**src/rtl/fp_pkg.sv**
```systemverilog
// Shared floating-point types and constants for the FP ALU datapath (multiplier, adder).
package fp_pkg;

    typedef enum logic [2:0] {
        FP_ZERO,
        FP_NORM,
        FP_INF,
        FP_QNAN,
        FP_SNAN
    } fp_class_t;

    typedef struct packed {
        logic invalid;
        logic overflow;
        logic underflow;
        logic inexact;
    } fp_flags_t;

    function automatic int fp_bias(input int exp_w);
        return (1 << (exp_w - 1)) - 1;
    endfunction

    // Canonical quiet NaN: positive sign, all-ones exponent, fraction MSB set.
    function automatic logic [63:0] fp_qnan_bits(input int exp_w, input int man_w);
        return (((64'd1 << exp_w) - 64'd1) << man_w) | (64'd1 << (man_w - 1));
    endfunction

    function automatic logic [63:0] fp_inf_bits(input logic sign, input int exp_w, input int man_w);
        return ({63'd0, sign} << (exp_w + man_w)) | (((64'd1 << exp_w) - 64'd1) << man_w);
    endfunction

endpackage

```
**src/rtl/fp_round_rne.sv**
```systemverilog
// Normalises a raw significand product and rounds it to nearest-even.
// Shared between the multiplier and adder pipelines.
module fp_round_rne
    import fp_pkg::*;
#(
    parameter  int EXP_W = 8,
    parameter  int MAN_W = 23,
    localparam int P_W   = 2 * MAN_W + 2,
    localparam int SE_W  = EXP_W + 2
) (
    input  logic [P_W-1:0]         sig,
    input  logic signed [SE_W-1:0] exp_in,
    output logic [MAN_W-1:0]       frac,
    output logic signed [SE_W-1:0] exp_out,
    output logic                   inexact
);

    logic [MAN_W-1:0]       kept;
    logic                   guard;
    logic                   sticky;
    logic                   round_up;
    logic [MAN_W+1:0]       rounded;
    logic signed [SE_W-1:0] exp_norm;

    always_comb begin
        // A set MSB means the product landed in [2,4): take one bit more off the bottom.
        if (sig[P_W-1]) begin
            kept     = sig[P_W-2 -: MAN_W];
            guard    = sig[MAN_W];
            sticky   = |sig[MAN_W-1:0];
            exp_norm = exp_in + SE_W'(1);
        end else begin
            kept     = sig[P_W-3 -: MAN_W];
            guard    = sig[MAN_W-1];
            sticky   = |sig[MAN_W-2:0];
            exp_norm = exp_in;
        end
        round_up = guard && (sticky || kept[0]);
        rounded  = {2'b01, kept} + (MAN_W + 2)'(round_up);
        exp_out  = rounded[MAN_W+1] ? exp_norm + SE_W'(1) : exp_norm;
        frac     = rounded[MAN_W+1] ? rounded[MAN_W:1] : rounded[MAN_W-1:0];
        inexact  = guard | sticky;
    end

endmodule

```
**src/rtl/fp_multiplier_pipe.sv**
```systemverilog
// Three-stage IEEE-754 multiplier: decode, significand multiply, normalise/round/select.
// All stages advance together and freeze while the output is held by downstream.
module fp_multiplier_pipe
    import fp_pkg::*;
#(
    parameter  int EXP_W = 8,
    parameter  int MAN_W = 23,
    localparam int W     = 1 + EXP_W + MAN_W
) (
    input  logic         clk,
    input  logic         rst,
    input  logic         in_valid,
    output logic         in_ready,
    input  logic [W-1:0] in_a,
    input  logic [W-1:0] in_b,
    output logic         out_valid,
    input  logic         out_ready,
    output logic [W-1:0] out_result,
    output logic [3:0]   out_flags
);

    localparam int P_W  = 2 * MAN_W + 2;
    localparam int SE_W = EXP_W + 2;
    localparam logic signed [SE_W-1:0] BIAS     = SE_W'(fp_bias(EXP_W));
    localparam logic signed [SE_W-1:0] EXP_MAX  = SE_W'((1 << EXP_W) - 1);
    localparam logic signed [SE_W-1:0] EXP_ZERO = '0;
    localparam logic [W-1:0]           QNAN     = W'(fp_qnan_bits(EXP_W, MAN_W));
    localparam logic [W-1:0]           INF_POS  = W'(fp_inf_bits(1'b0, EXP_W, MAN_W));

    function automatic fp_class_t classify(input logic [EXP_W-1:0] e, input logic [MAN_W-1:0] f);
        if (e == '0) begin
            return FP_ZERO;
        end
        if (e == '1) begin
            if (f == '0) begin
                return FP_INF;
            end
            return f[MAN_W-1] ? FP_QNAN : FP_SNAN;
        end
        return FP_NORM;
    endfunction

    logic                   stall;
    logic [EXP_W-1:0]       a_exp, b_exp;
    logic signed [SE_W-1:0] exp_sum;

    logic                   s1_valid, s1_sign;
    fp_class_t              s1_a_class, s1_b_class;
    logic signed [SE_W-1:0] s1_exp;
    logic [MAN_W:0]         s1_sig_a, s1_sig_b;

    logic                   s2_valid, s2_sign;
    fp_class_t              s2_a_class, s2_b_class;
    logic signed [SE_W-1:0] s2_exp;
    logic [P_W-1:0]         s2_prod;

    logic [MAN_W-1:0]       rnd_frac;
    logic signed [SE_W-1:0] rnd_exp;
    logic                   rnd_inexact;
    logic [W-1:0]           res;
    fp_flags_t              flags;
    logic                   any_nan, any_snan, any_inf, any_zero, inf_zero;

    assign stall    = out_valid && !out_ready;
    assign in_ready = !stall;
    assign a_exp    = in_a[W-2 -: EXP_W];
    assign b_exp    = in_b[W-2 -: EXP_W];
    assign exp_sum  = $signed({2'b00, a_exp}) + $signed({2'b00, b_exp}) - BIAS;

    fp_round_rne #(.EXP_W(EXP_W), .MAN_W(MAN_W)) u_round (
        .sig     (s2_prod),
        .exp_in  (s2_exp),
        .frac    (rnd_frac),
        .exp_out (rnd_exp),
        .inexact (rnd_inexact)
    );

    // Special operands take priority over anything the rounder produced.
    always_comb begin
        any_nan  = (s2_a_class inside {FP_QNAN, FP_SNAN}) || (s2_b_class inside {FP_QNAN, FP_SNAN});
        any_snan = (s2_a_class == FP_SNAN) || (s2_b_class == FP_SNAN);
        any_inf  = (s2_a_class == FP_INF) || (s2_b_class == FP_INF);
        any_zero = (s2_a_class == FP_ZERO) || (s2_b_class == FP_ZERO);
        inf_zero = any_inf && any_zero;
        res           = {s2_sign, rnd_exp[EXP_W-1:0], rnd_frac};
        flags         = '0;
        flags.inexact = rnd_inexact;
        if (any_nan || inf_zero) begin
            res           = QNAN;
            flags         = '0;
            flags.invalid = inf_zero || any_snan;
        end else if (any_inf) begin
            res   = {s2_sign, INF_POS[W-2:0]};
            flags = '0;
        end else if (any_zero) begin
            res   = {s2_sign, {(W - 1){1'b0}}};
            flags = '0;
        end else if (rnd_exp >= EXP_MAX) begin
            res            = {s2_sign, INF_POS[W-2:0]};
            flags          = '0;
            flags.overflow = 1'b1;
            flags.inexact  = 1'b1;
        end else if (rnd_exp <= EXP_ZERO) begin
            res             = {s2_sign, {(W - 1){1'b0}}};
            flags           = '0;
            flags.underflow = 1'b1;
            flags.inexact   = 1'b1;
        end
    end

    always_ff @(posedge clk) begin
        if (rst) begin
            s1_valid   <= 1'b0;
            s2_valid   <= 1'b0;
            out_valid  <= 1'b0;
            out_result <= '0;
            out_flags  <= '0;
        end else if (!stall) begin
            s1_valid   <= in_valid;
            s1_sign    <= in_a[W-1] ^ in_b[W-1];
            s1_a_class <= classify(a_exp, in_a[MAN_W-1:0]);
            s1_b_class <= classify(b_exp, in_b[MAN_W-1:0]);
            s1_exp     <= exp_sum;
            s1_sig_a   <= (a_exp != '0) ? {1'b1, in_a[MAN_W-1:0]} : '0;
            s1_sig_b   <= (b_exp != '0) ? {1'b1, in_b[MAN_W-1:0]} : '0;
            s2_valid   <= s1_valid;
            s2_sign    <= s1_sign;
            s2_a_class <= s1_a_class;
            s2_b_class <= s1_b_class;
            s2_exp     <= s1_exp;
            s2_prod    <= P_W'(s1_sig_a) * P_W'(s1_sig_b);
            out_valid  <= s2_valid;
            out_result <= res;
            out_flags  <= flags;
        end
    end

endmodule

```
**config.mk**
```make
export PLATFORM = sky130hd
export DESIGN_NAME = fp_multiplier_pipe
export DESIGN_NICKNAME = d
export VERILOG_FILES = /design/src/rtl/fp_pkg.sv /design/src/rtl/fp_round_rne.sv /design/src/rtl/fp_multiplier_pipe.sv
export SDC_FILE = /design/constraint.sdc
export NUM_CORES = 2
export LEC_CHECK = 0
export ABC_AREA = 1
export BUFFER_PORTS_ARGS = -buffer_cell sky130_fd_sc_hd__buf_2
export CELL_PAD_IN_SITES_DETAIL_PLACEMENT = 0
export CELL_PAD_IN_SITES_GLOBAL_PLACEMENT = 1
export CORE_MARGIN = 10
export CORE_UTILIZATION = 40
export CTS_BUF_LIST = sky130_fd_sc_hd__clkbuf_8
export CTS_CLUSTER_DIAMETER = 30
export DETAILED_ROUTE_END_ITERATION = 10
export GPL_ROUTABILITY_DRIVEN = 1
export MAX_ROUTING_LAYER = met4
export PLACE_DENSITY = 0.76
export SLEW_MARGIN = 30
export SYNTH_ARGS = -nofsm -noshare
export SYNTH_HDL_FRONTEND = slang
export SYNTH_HIERARCHICAL = 1
export SYNTH_SLANG_ARGS = --single-unit
```
**constraint.sdc**
```tcl
create_clock -name clk -period 6.71 [get_ports clk]
set_input_delay 0.3355 -clock clk [delete_from_list [all_inputs] [get_ports clk]]
set_output_delay 0.3355 -clock clk [all_outputs]
set_load 0.01 [all_outputs]
```
==> flow_summary.yaml <==
synthesis:
  syn-mean-instance-area_um2: 7.64
  synth.net_count: 4502
  synth.cell_area_mm2: 0.0287
  async_reset_ff_share_pct: 0
  synth_enable_flop_cells: 130
  synth-main-ff-cell: "edfxtp_1"
  synth.lib_cells_used.distinct: 45
  ys_seq_area_share_pct: 16.3
  yosys.area.top_type: "fa_1"
  synth-seq-cells: 169
  synthesis.yosys.warnings: 6
  cell_types_with_the_largest_area_share_after_synthesis: "fa_1 (34%), nand2_1 (15%), inv_1 (14%)"
  synth_most_common_cell: "nand2_1"
  yosysTopAreaCellShare_pct: 33.7
  synthesis.instances: 3759
  post_synth_most_frequent_cells: "nand2_1 (1,117), inv_1 (1,106), fa_1 (483)"
clock_network:
  clock_path_buffers: 2
  clock_insertion_delay_worst_skew_ps: 560
  clockRootBuffer: "clkbuf_8"
  clock_sinks: 169
  cts_tree: "yes"
  cts_max_level: 4
  clkTransAtPathRegs_ps: 120
  cts_inserted_buffers: 17
timing:
  finalHoldViolCount: 0
  final_slew_violations: 0
  min_period_ps: 6420
  worst_slew_pin_slew_ps: 775
  grt_setup_unrepaired: "no"
  slew_headroom_pct: 48.3
  period_share_pct: 95.6
  fmax_mhz: 156
  worst_setup_slack_after_layout_ps: 293
  setup_total_negative_slack_ps: 0
  clock-skew-final_ps: 23.9
  setup_viol_count_final: 0
routing:
  drt-vias-per-instance: 4.61
  post_drt_wl_per_cell_um: 15.4
  totalWireLength_um: 75000
  dr.pass1.iters: 6
  drt_iter0_drcs: 1433
  drc: 0
  antenna_violating_nets_post_route: 0
  detailroute.via_count: 22400
hold_path:
  worstHoldPathType: "input pin to flop"
critical_path:
  arrival_ps: 6750
  crit_slowest_cell: "edfxtp_1"
  crit_start: "s1_sig_a[7]$_SDFFCE_PP0P_"
  path_delay_family: "adder cells"
  worst_setup_ep_type: "flop"
  crit_path_max_incr_delay_ps: 570
  worst_r2r_path_depth: 26
  crit_path_max_fanout: 6
  regToRegStartpoint: "s1_sig_a[7]$_SDFFCE_PP0P_"
  rr_endpoint: "s2_prod[36]$_DFFE_PP_"
  critical_path_cell_count: 26
  crit_end: "s2_prod[36]$_DFFE_PP_"
  crit_buf_inv: 8
  required_ps: 7040
  startpoint_type: "flop"
  reg2reg_setup_slack_ps: 290
  setup.worst_path.class: "flop to flop"
floorplan:
  chipHeight_um: 288
  num_io_pins: 106
  design.die.area_mm2: 0.0829
  dieWidth_um: 288
  start_util_pct: 40.3
  core_area_mm2: 0.0714
  num_rows: 98
placed_design:
  pre_cts_ws_ps: 44.8
  portBuffers: 105
  place.detailed.hpwl_um: 63400
  place.gp.congestion: 0.890
global_route:
  grt_antenna_before_repair: 1
  grt_first_pass_wirelength_um: 125000
  grt-ovfl-total: 0
  first_global_vias: 23600
  grtUsageTotal_pct: 19.6
  grt_max_degree: 97
cells_and_area:
  proportion_of_layout_cells_with_a_drive_suffix_above_1_pct: 8.72
  layout_nets: 4640
  area_growth_syn_to_layout_pct: 10.3
status:
  run_status: "finished clean"
flow_run:
  cap_viol_max_count: 0
registers in the layout, summed over array words and instances, names as in the netlist:
| name | cells |
|---|---|
| s2_sign | 1 |
| s2_prod | 48 |
| s1_valid | 1 |
| s1_b_class | 3 |
| out_result | 32 |
| s2_valid | 1 |
| s2_b_class | 3 |
| s1_sig_b | 24 |
| s1_sig_a | 24 |
| s1_a_class | 3 |
| s1_exp | 10 |
| s2_exp | 10 |
| out_valid | 1 |
| s2_a_class | 3 |
| out_flags | 4 |
| s1_sign | 1 |
metrics by stage:
step / cells / instance area [um^2] / util, % / hold slack (ps)
finish: 4865 / 31700 / 44.4 / 61.8
global route: 4865 / 31700 / 44.4 / 17.1
CTS: 4811 / 31100 / 43.6 / 7.38
detailed placement: 4778 / 30700 / 43.0 / 406
global placement: 4777 / 30700 / 43.0 / 401
floorplan: 3759 / 28700 / - / 400
layout by cell type, fill, tap and decap left out, drive strengths merged:
master / n
edfxtp: 130
nor4: 9
or2: 8
ha: 192
o21ai: 29
clkbuf: 17
a31oi: 3
fa: 483
buf: 239
a22oi: 4
nand3b: 1
inv: 1121
nand2: 1143
nor2: 200
diode: 5
clkinv: 6
nor3: 17
nand4: 49
o21bai: 7
xnor2: 12
a21oi: 76
xor2: 41
dlygate4sd3: 1
and2: 3
dfxtp: 39
o211ai: 1
nand2b: 1
nand3: 78
cells by family after synthesis:
group / count (synthesis) / share of synthesized area, %
buffers and inverters: 1233 / 16.4
DFF: 169 / 16.3
adders and majority gates: 675 / 42.0
and+or+nand+nor: 1509 / 21.5
xor gates and xnor gates: 53 / 1.62
AOI/OAI and AO/OA: 120 / 2.23
worst reg2reg max path, cell delays in order (launching register included):
cell      delay (ps)
edfxtp_1         570
buf_4            210
nand2_1           50
inv_1             50
fa_1             530
inv_1             50
fa_1             470
inv_1             50
fa_1             490
inv_1             50
fa_1             530
inv_1             50
fa_1             480
fa_1             510
inv_1             50
fa_1             530
inv_1             60
ha_1             360
nand2_1          130
nor2_2           190
nand2_1           90
nor2_1            90
nand2_1           60
nand3_1          230
nand2_1          120
nand3_1          100
nand2_1           60
repair_timing:
action | in CTS | in global routing
gates resized for setup | 0 | 8
setup buffers | 0 | 49
hold endpoints to repair | 1 | 0
setup endpoints to repair | 0 | 26
hold buffers | 1 | 0
worst min-delay path by stage:
stage | depth (start not counted) | endpoint | startpoint
finish | 2 | s1_sign$_DFFE_PP_ | in_a[31]
global route | 2 | s1_sign$_DFFE_PP_ | in_a[31]
CTS | 2 | s1_sign$_DFFE_PP_ | in_a[31]
detailed placement | 0 | s2_exp[5]$_DFFE_PP_ | s1_exp[5]$_DFFE_PP_
global placement | 0 | s2_exp[0]$_DFFE_PP_ | s1_exp[0]$_DFFE_PP_
floorplan | 0 | s2_a_class[0]$_DFFE_PP_ | s1_a_class[0]$_SDFFCE_PP0P_
per-layer routing:
metal	GRT usage (%)	part of all wire [%]
met5	-	0
met4	4.75	2.2
met3	2.22	4.0
met2	32.7	49
met1	25.1	45
layout make-up:
class / instances / area (um^2)
fill: 7321 / 39700
clock buffer: 17 / 234
timing repair buffer: 240 / 1800
multi-input combinational: 2357 / 19400
inverter: 1112 / 4180
antenna: 5 / 12.5
clock inverter: 15 / 191
sequential: 169 / 4680
tap: 950 / 1190
Power is left out: the tool's default activity adds up to more than one toggle a clock period on the data nets, which glitch-free logic cannot reach.
